==> config.mk <==
export PLATFORM = sky130hd
export DESIGN_NAME = traffic_ctrl_multi
export DESIGN_NICKNAME = d
export VERILOG_FILES = /design/src/rtl/traffic_pkg.sv /design/src/rtl/tick_prescaler.sv /design/src/rtl/traffic_ctrl_multi.sv
export SDC_FILE = /design/constraint.sdc
export NUM_CORES = 1
export LEC_CHECK = 0
export BUFFER_PORTS_ARGS = -buffer_cell sky130_fd_sc_hd__buf_2
export CAP_MARGIN = 20
export CORE_MARGIN = 1.5
export CORE_UTILIZATION = 46
export CTS_CLUSTER_SIZE = 16
export DETAILED_ROUTE_END_ITERATION = 16
export GPL_TIMING_DRIVEN = 0
export SKIP_LAST_GASP = 1
export SYNTH_ARGS = -nofsm -noshare
export SYNTH_HDL_FRONTEND = slang
export SYNTH_HIERARCHICAL = 1
export SYNTH_SLANG_ARGS = --single-unit
==> constraint.sdc <==
create_clock -name clk -period 3.9 [get_ports clk]
set_clock_uncertainty 0.2 [all_clocks]
set_input_delay 0 -clock clk [delete_from_list [all_inputs] [get_ports clk]]
set_output_delay 0 -clock clk [all_outputs]
set_load 0.01 [all_outputs]
==> src/rtl/traffic_pkg.sv <==
// rtl/traffic_pkg.sv - shared types and limits for the multi-approach traffic controller
package traffic_pkg;

    localparam int MAX_PHASES = 8;

    typedef logic [7:0] sec_t;

    typedef enum logic [2:0] {
        ST_GREEN  = 3'd0,
        ST_YELLOW = 3'd1,
        ST_ALLRED = 3'd2,
        ST_WALK   = 3'd3,
        ST_NIGHT  = 3'd4
    } tlc_state_e;

endpackage

==> src/rtl/tick_prescaler.sv <==
// rtl/tick_prescaler.sv - divides clk down to a one-cycle tick every CLK_HZ cycles
module tick_prescaler #(
    parameter int CLK_HZ = 12000000
) (
    input  logic clk,
    input  logic reset,
    input  logic clr,
    output logic tick
);

    localparam int CW = (CLK_HZ > 1) ? $clog2(CLK_HZ) : 1;
    localparam logic [CW-1:0] CNT_MAX = CW'(CLK_HZ - 1);

    logic [CW-1:0] cnt_q, cnt_d;

    assign tick = (cnt_q == CNT_MAX);

    always_comb begin
        cnt_d = cnt_q + CW'(1);
        if (clr || tick) begin
            cnt_d = '0;
        end
    end

    always_ff @(posedge clk or negedge reset) begin
        if (!reset) begin
            cnt_q <= '0;
        end else begin
            cnt_q <= cnt_d;
        end
    end

endmodule

==> src/rtl/traffic_ctrl_multi.sv <==
// rtl/traffic_ctrl_multi.sv - round-robin multi-approach light sequencer with pedestrian WALK; TLC_NIGHT_MODE_EN adds flashing-yellow night mode
module traffic_ctrl_multi
    import traffic_pkg::*;
#(
    parameter int CLK_HZ     = 12000000,
    parameter int NUM_PHASES = 2,
    parameter int GREEN_S    = 5,
    parameter int YELLOW_S   = 2,
    parameter int ALLRED_S   = 1,
    parameter int PED_S      = 5,
    localparam int PW        = (NUM_PHASES > 1) ? $clog2(NUM_PHASES) : 1
) (
    input  logic                  clk,
    input  logic                  reset,
    input  logic [NUM_PHASES-1:0] ped_req_n,
`ifdef TLC_NIGHT_MODE_EN
    input  logic                  night_mode,
`endif
    output logic [NUM_PHASES-1:0] red,
    output logic [NUM_PHASES-1:0] yellow,
    output logic [NUM_PHASES-1:0] green,
    output logic [NUM_PHASES-1:0] ped_red,
    output logic [NUM_PHASES-1:0] ped_green,
    output logic [PW-1:0]         phase,
    output logic [7:0]            sec_left,
    output logic [NUM_PHASES-1:0] ped_pending
);

    if (CLK_HZ < 2 || NUM_PHASES < 2 || NUM_PHASES > MAX_PHASES ||
        GREEN_S < 1 || GREEN_S > 255 || YELLOW_S < 1 || YELLOW_S > 255 ||
        ALLRED_S < 1 || ALLRED_S > 255 || PED_S < 1 || PED_S > 255) begin : g_param_err
        $error("traffic_ctrl_multi: parameter out of range");
    end

    localparam logic [PW-1:0] LAST_PHASE = PW'(NUM_PHASES - 1);

    tlc_state_e            state_q, state_d;
    logic [PW-1:0]         phase_q, phase_d;
    sec_t                  sec_q, sec_d;
    logic [NUM_PHASES-1:0] ped_s1_q, ped_s1_d, ped_s2_q, ped_s2_d;
    logic [NUM_PHASES-1:0] ped_pending_q, ped_pending_d;
    logic [NUM_PHASES-1:0] red_q, red_d, yellow_q, yellow_d, green_q, green_d;
    logic [NUM_PHASES-1:0] ped_red_q, ped_red_d, ped_green_q, ped_green_d;
    logic [NUM_PHASES-1:0] sel, walk_clr;
    logic [PW-1:0]         phase_next;
    logic                  tick, presc_clr, walk_entry;
`ifdef TLC_NIGHT_MODE_EN
    logic                  night_s1_q, night_s1_d, night_s2_q, night_s2_d;
    logic                  night_exit_q, night_exit_d;
`endif

    tick_prescaler #(.CLK_HZ(CLK_HZ)) u_prescaler (
        .clk   (clk),
        .reset (reset),
        .clr   (presc_clr),
        .tick  (tick)
    );

    assign phase_next = (phase_q == LAST_PHASE) ? '0 : phase_q + PW'(1);

    always_comb begin
        state_d    = state_q;
        phase_d    = phase_q;
        sec_d      = sec_q;
        presc_clr  = 1'b0;
        walk_entry = 1'b0;
        ped_s1_d   = ped_req_n;
        ped_s2_d   = ped_s1_q;
`ifdef TLC_NIGHT_MODE_EN
        night_s1_d   = night_mode;
        night_s2_d   = night_s1_q;
        night_exit_d = night_exit_q;
`endif
        if (tick) begin
            if (sec_q == sec_t'(1)) begin
                presc_clr = 1'b1;
                case (state_q)
                    ST_GREEN: begin
                        state_d = ST_YELLOW;
                        sec_d   = sec_t'(YELLOW_S);
                    end
                    ST_YELLOW: begin
                        state_d = ST_ALLRED;
                        sec_d   = sec_t'(ALLRED_S);
                    end
                    ST_ALLRED: begin
`ifdef TLC_NIGHT_MODE_EN
                        if (night_exit_q) begin
                            state_d      = ST_GREEN;
                            phase_d      = '0;
                            sec_d        = sec_t'(GREEN_S);
                            night_exit_d = 1'b0;
                        end else
`endif
                        if (ped_pending_q[phase_q]) begin
                            state_d    = ST_WALK;
                            sec_d      = sec_t'(PED_S);
                            walk_entry = 1'b1;
                        end else begin
                            state_d = ST_GREEN;
                            phase_d = phase_next;
                            sec_d   = sec_t'(GREEN_S);
                        end
                    end
                    ST_WALK: begin
                        state_d = ST_GREEN;
                        phase_d = phase_next;
                        sec_d   = sec_t'(GREEN_S);
                    end
                    default: ;
                endcase
            end else begin
                sec_d = sec_q - sec_t'(1);
            end
        end
`ifdef TLC_NIGHT_MODE_EN
        // Night overrides every sequencing decision; leaving it restarts at phase 0 via all-red.
        if (night_s2_q) begin
            state_d      = ST_NIGHT;
            phase_d      = '0;
            sec_d        = '0;
            walk_entry   = 1'b0;
            night_exit_d = 1'b0;
            presc_clr    = (state_q != ST_NIGHT);
        end else if (state_q == ST_NIGHT) begin
            state_d      = ST_ALLRED;
            phase_d      = '0;
            sec_d        = sec_t'(ALLRED_S);
            night_exit_d = 1'b1;
            presc_clr    = 1'b1;
        end
`endif
        // Set is ORed in after the clear so a coincident press survives WALK entry.
        walk_clr = '0;
        if (walk_entry) begin
            walk_clr[phase_q] = 1'b1;
        end
        ped_pending_d = (ped_pending_q & ~walk_clr) | ~ped_s2_q;

        sel          = '0;
        sel[phase_d] = 1'b1;
        red_d        = '1;
        yellow_d     = '0;
        green_d      = '0;
        ped_red_d    = '1;
        ped_green_d  = '0;
        case (state_d)
            ST_GREEN: begin
                green_d = sel;
                red_d   = ~sel;
            end
            ST_YELLOW: begin
                yellow_d = sel;
                red_d    = ~sel;
            end
            ST_WALK: begin
                ped_green_d = sel;
                ped_red_d   = ~sel;
            end
`ifdef TLC_NIGHT_MODE_EN
            ST_NIGHT: begin
                red_d         = '0;
                ped_red_d     = '0;
                ped_pending_d = '0;
                if (state_q != ST_NIGHT) begin
                    yellow_d = '1;
                end else begin
                    yellow_d = tick ? ~yellow_q : yellow_q;
                end
            end
`endif
            default: ;
        endcase
    end

    always_ff @(posedge clk or negedge reset) begin
        if (!reset) begin
            state_q       <= ST_GREEN;
            phase_q       <= '0;
            sec_q         <= sec_t'(GREEN_S);
            ped_s1_q      <= '1;
            ped_s2_q      <= '1;
            ped_pending_q <= '0;
            red_q         <= ~NUM_PHASES'(1);
            yellow_q      <= '0;
            green_q       <= NUM_PHASES'(1);
            ped_red_q     <= '1;
            ped_green_q   <= '0;
`ifdef TLC_NIGHT_MODE_EN
            night_s1_q    <= 1'b0;
            night_s2_q    <= 1'b0;
            night_exit_q  <= 1'b0;
`endif
        end else begin
            state_q       <= state_d;
            phase_q       <= phase_d;
            sec_q         <= sec_d;
            ped_s1_q      <= ped_s1_d;
            ped_s2_q      <= ped_s2_d;
            ped_pending_q <= ped_pending_d;
            red_q         <= red_d;
            yellow_q      <= yellow_d;
            green_q       <= green_d;
            ped_red_q     <= ped_red_d;
            ped_green_q   <= ped_green_d;
`ifdef TLC_NIGHT_MODE_EN
            night_s1_q    <= night_s1_d;
            night_s2_q    <= night_s2_d;
            night_exit_q  <= night_exit_d;
`endif
        end
    end

    assign red         = red_q;
    assign yellow      = yellow_q;
    assign green       = green_q;
    assign ped_red     = ped_red_q;
    assign ped_green   = ped_green_q;
    assign phase       = phase_q;
    assign sec_left    = sec_q;
    assign ped_pending = ped_pending_q;

endmodule

==> metrics <==
share of cells above drive strength 1=0.205; Final min period=3.69 ns; Clk Latency, worst-skew pair=0.30 ns; Core Util, Final=0.540; Final Max Slew Viols=0; Worst R2R Setup Slack=0.21 ns; Final setup viols=0; Worst Setup SP=u_prescaler/cnt_q[15]$_DFF_PN0_; DRC=0; FF-to-FF Start=u_prescaler/cnt_q[15]$_DFF_PN0_; Synth Instances=252; critical path class=flip-flop to flip-flop; Placed Cells incl. Taps=349; first-pass GRT wire length=8650 um; Post-synth EDFFs=0; total power=0.000927 W; Top Ports=25; final worst slack=0.210 ns; via-per-instance ratio=5.44; H-tree levels=2; DR WL/cell=13.9 um; most frequent cells in the layout=dfrtp_1, nor2_1, buf_2; Starting Density=0.472; clk slew on worst S/H paths=0.09 ns; yosys synthesis warning count=6; Post-Synthesis Cell Area=2580 um2; peak supply drop=0.154 mV; Via Count=1,960; status=completed; largest net degree at the start of global routing=31; initial antenna violation count=0; ant diodes=0; CP Launch Type=flip-flop; die height=77.9 um; top-area cell type share of the netlist area=0.407; GRT Residual Overflow=0; RSZ-0062 raised after global routing=no; Yosys top cell by area=dfrtp_1; Area contributors post-synth=dfrtp_1, dfstp_2, nor2_1, a21oi_1, nand3_1; Worst EP arrival=3.72 ns; dpl hpwl=3560 um; setup TNS=0 ns; Seq/Total Area, Yosys=0.509; Port Buffers=24; Rows=27; Leak=1.31 nW; Hold WC Path Type=primary input to asynchronous set/reset pin; core area=5470 um2; Final Hold Fails=0; final std cells w/o fill=360; Distinct cells, synth=50; Synth Net Count=259; relative slew slack=0.627; fill count=522; initial drt markers=109; Setup WS pre-CTS=0.211 ns; TritonCTS Buffers=5; routed wire length=4990 um; fin crit share=0.946; Worst setup EP type=flip-flop; critical path required time=3.93 ns; Tightest Pin Transition=0.560 ns; Seq cells post-synth=52; nets@finish=294; Clk Tree Root Cell=clkbuf_8; Post-synth top flop=dfrtp_1; width of the die=77.9 um; final antenna-violating net count=0; total track usage=0.179; ys async rst share=1.00; CTS tree=built; clk buf depth=2; vias in the first global route=1,794; commonest non-fill, non-tap cell in the layout=dfrtp_1; Area Growth Syn to Fin=14.4%; Crit Path Max Fanout=10; f_max=271 MHz; pwr/cell area=314 nW/um2; CTS-repair resized insts=0; Final Wtd Congestion=0.773; Sink Count=52; DIE AREA=6070 um2; Post-Syn Area per Cell=10.2 um2; Initial DRT Pass Iterations=4; MaxCap Viol Count=0
[routing by layer]
| metal | up-vias | track usage | wire [um] |
|---|---|---|---|
| met3 | 5 | 0.0400 | 179 |
| met2 | 30 | 0.256 | 2070 |
| li1 | 989 | - | - |
| met4 | 0 | 0.0482 | 42 |
| met1 | 936 | 0.273 | 2700 |
| met5 | - | 0 | 0 |
[per-stage QoR]
step / hold slack, ns / cell area, um2
after global routing: 0.0604 / 2950
after global placement: -0.0927 / 2790
after floorplan: -0.496 / 2580
final: 0.0114 / 2950
after detailed placement: -0.179 / 2810
after CTS: 0.0246 / 2950
[power by group]
part | internal (W) | total [W] | switching [W] | leakage (nW)
clock | 0.000190 | 0.000367 | 0.000177 | 0.0541
combinational | 0.00000503 | 0.0000162 | 0.0000111 | 0.589
sequential | 0.000543 | 0.000543 | 0.000000568 | 0.667
total | 0.000738 | 0.000927 | 0.000189 | 1.31
[sequential cells by signal, summed over array words and instances, names as in the netlist]
register,count
phase,1
state_q,3
ped_pending,2
ped_s2_q,2
ped_green,2
ped_red,2
red,2
yellow,2
u_prescaler/cnt_q,24
ped_s1_q,2
sec_left,8
green,2
[final timing paths]
kind | end | cells after the start
setup / recovery | ped_red[0]$_DFF_PN1_ | 9
hold / removal | u_prescaler/cnt_q[16]$_DFF_PN0_ | 2
setup reg to reg | ped_red[0]$_DFF_PN1_ | 9
hold reg to reg | ped_s2_q[1]$_DFF_PN1_ | 0
max in group asynchronous | ped_s2_q[1]$_DFF_PN1_ | 3
min in group clk | ped_s1_q[1]$_DFF_PN1_ | 2
[worst max-delay path, cell delays in order, from the launching register on]
cell and delay (ns):
dfrtp_1 0.44, or4b_1 0.55, or4_4 0.52, nor4b_1 0.36, buf_4 0.24, nor4b_4 0.38, nand3_2 0.15, mux2i_2 0.32
inv_2 0.11, or3_1 0.36
[what timing repair did]
action / 4_1_cts / 5_1_grt
hold endpoints to repair: 46 / 0
hold buffers: 3 / 0
buffers inserted: 0 / 0
[cell families (layout without fill, tap and decap cells)]
| logic type | count (synthesis) | after routing | synth area share |
|---|---|---|---|
| XOR/XNOR | 13 | 13 | 0.0441 |
| AND/OR/NAND/NOR | 112 | 112 | 0.253 |
| adder cells (fa/ha/maj) | 3 | 3 | 0.0145 |
| AO/OA/AOI/OAI | 47 | 47 | 0.126 |
| flip-flops | 52 | 52 | 0.509 |
| multiplexers | 3 | 3 | 0.0141 |
| buffers and inverters | 22 | 58 | 0.0393 |
[synthesized netlist by cell type (3+ instances only)]
cell type,instances
a21o_1,4
a21oi_1,18
and3_1,4
and3b_1,3
clkbuf_1,10
dfrtp_1,42
dfstp_2,10
ha_1,3
inv_1,8
nand2_1,16
nand3_1,15
nand4_1,9
nor2_1,25
nor2b_1,5
nor3_1,7
nor4_1,3
o21ai_0,4
o31ai_1,8
or3_1,4
or4_1,7
xnor2_1,6
xor2_1,7
[cell type report]
cell class | count | area [um2] | share of cell area
repair buffers | 28 | 170 | 0.0576
well taps | 72 | 90.1 | 0.0305
plain buffers | 13 | 67.6 | 0.0229
clock inverters | 3 | 42.5 | 0.0144
flip-flops and latches | 52 | 1310 | 0.445
multi-input cells | 178 | 1170 | 0.395
clock buffers | 5 | 68.8 | 0.0233
inverters | 9 | 33.8 | 0.0114
No activity file was read; power rests on OpenSTA's default activity.
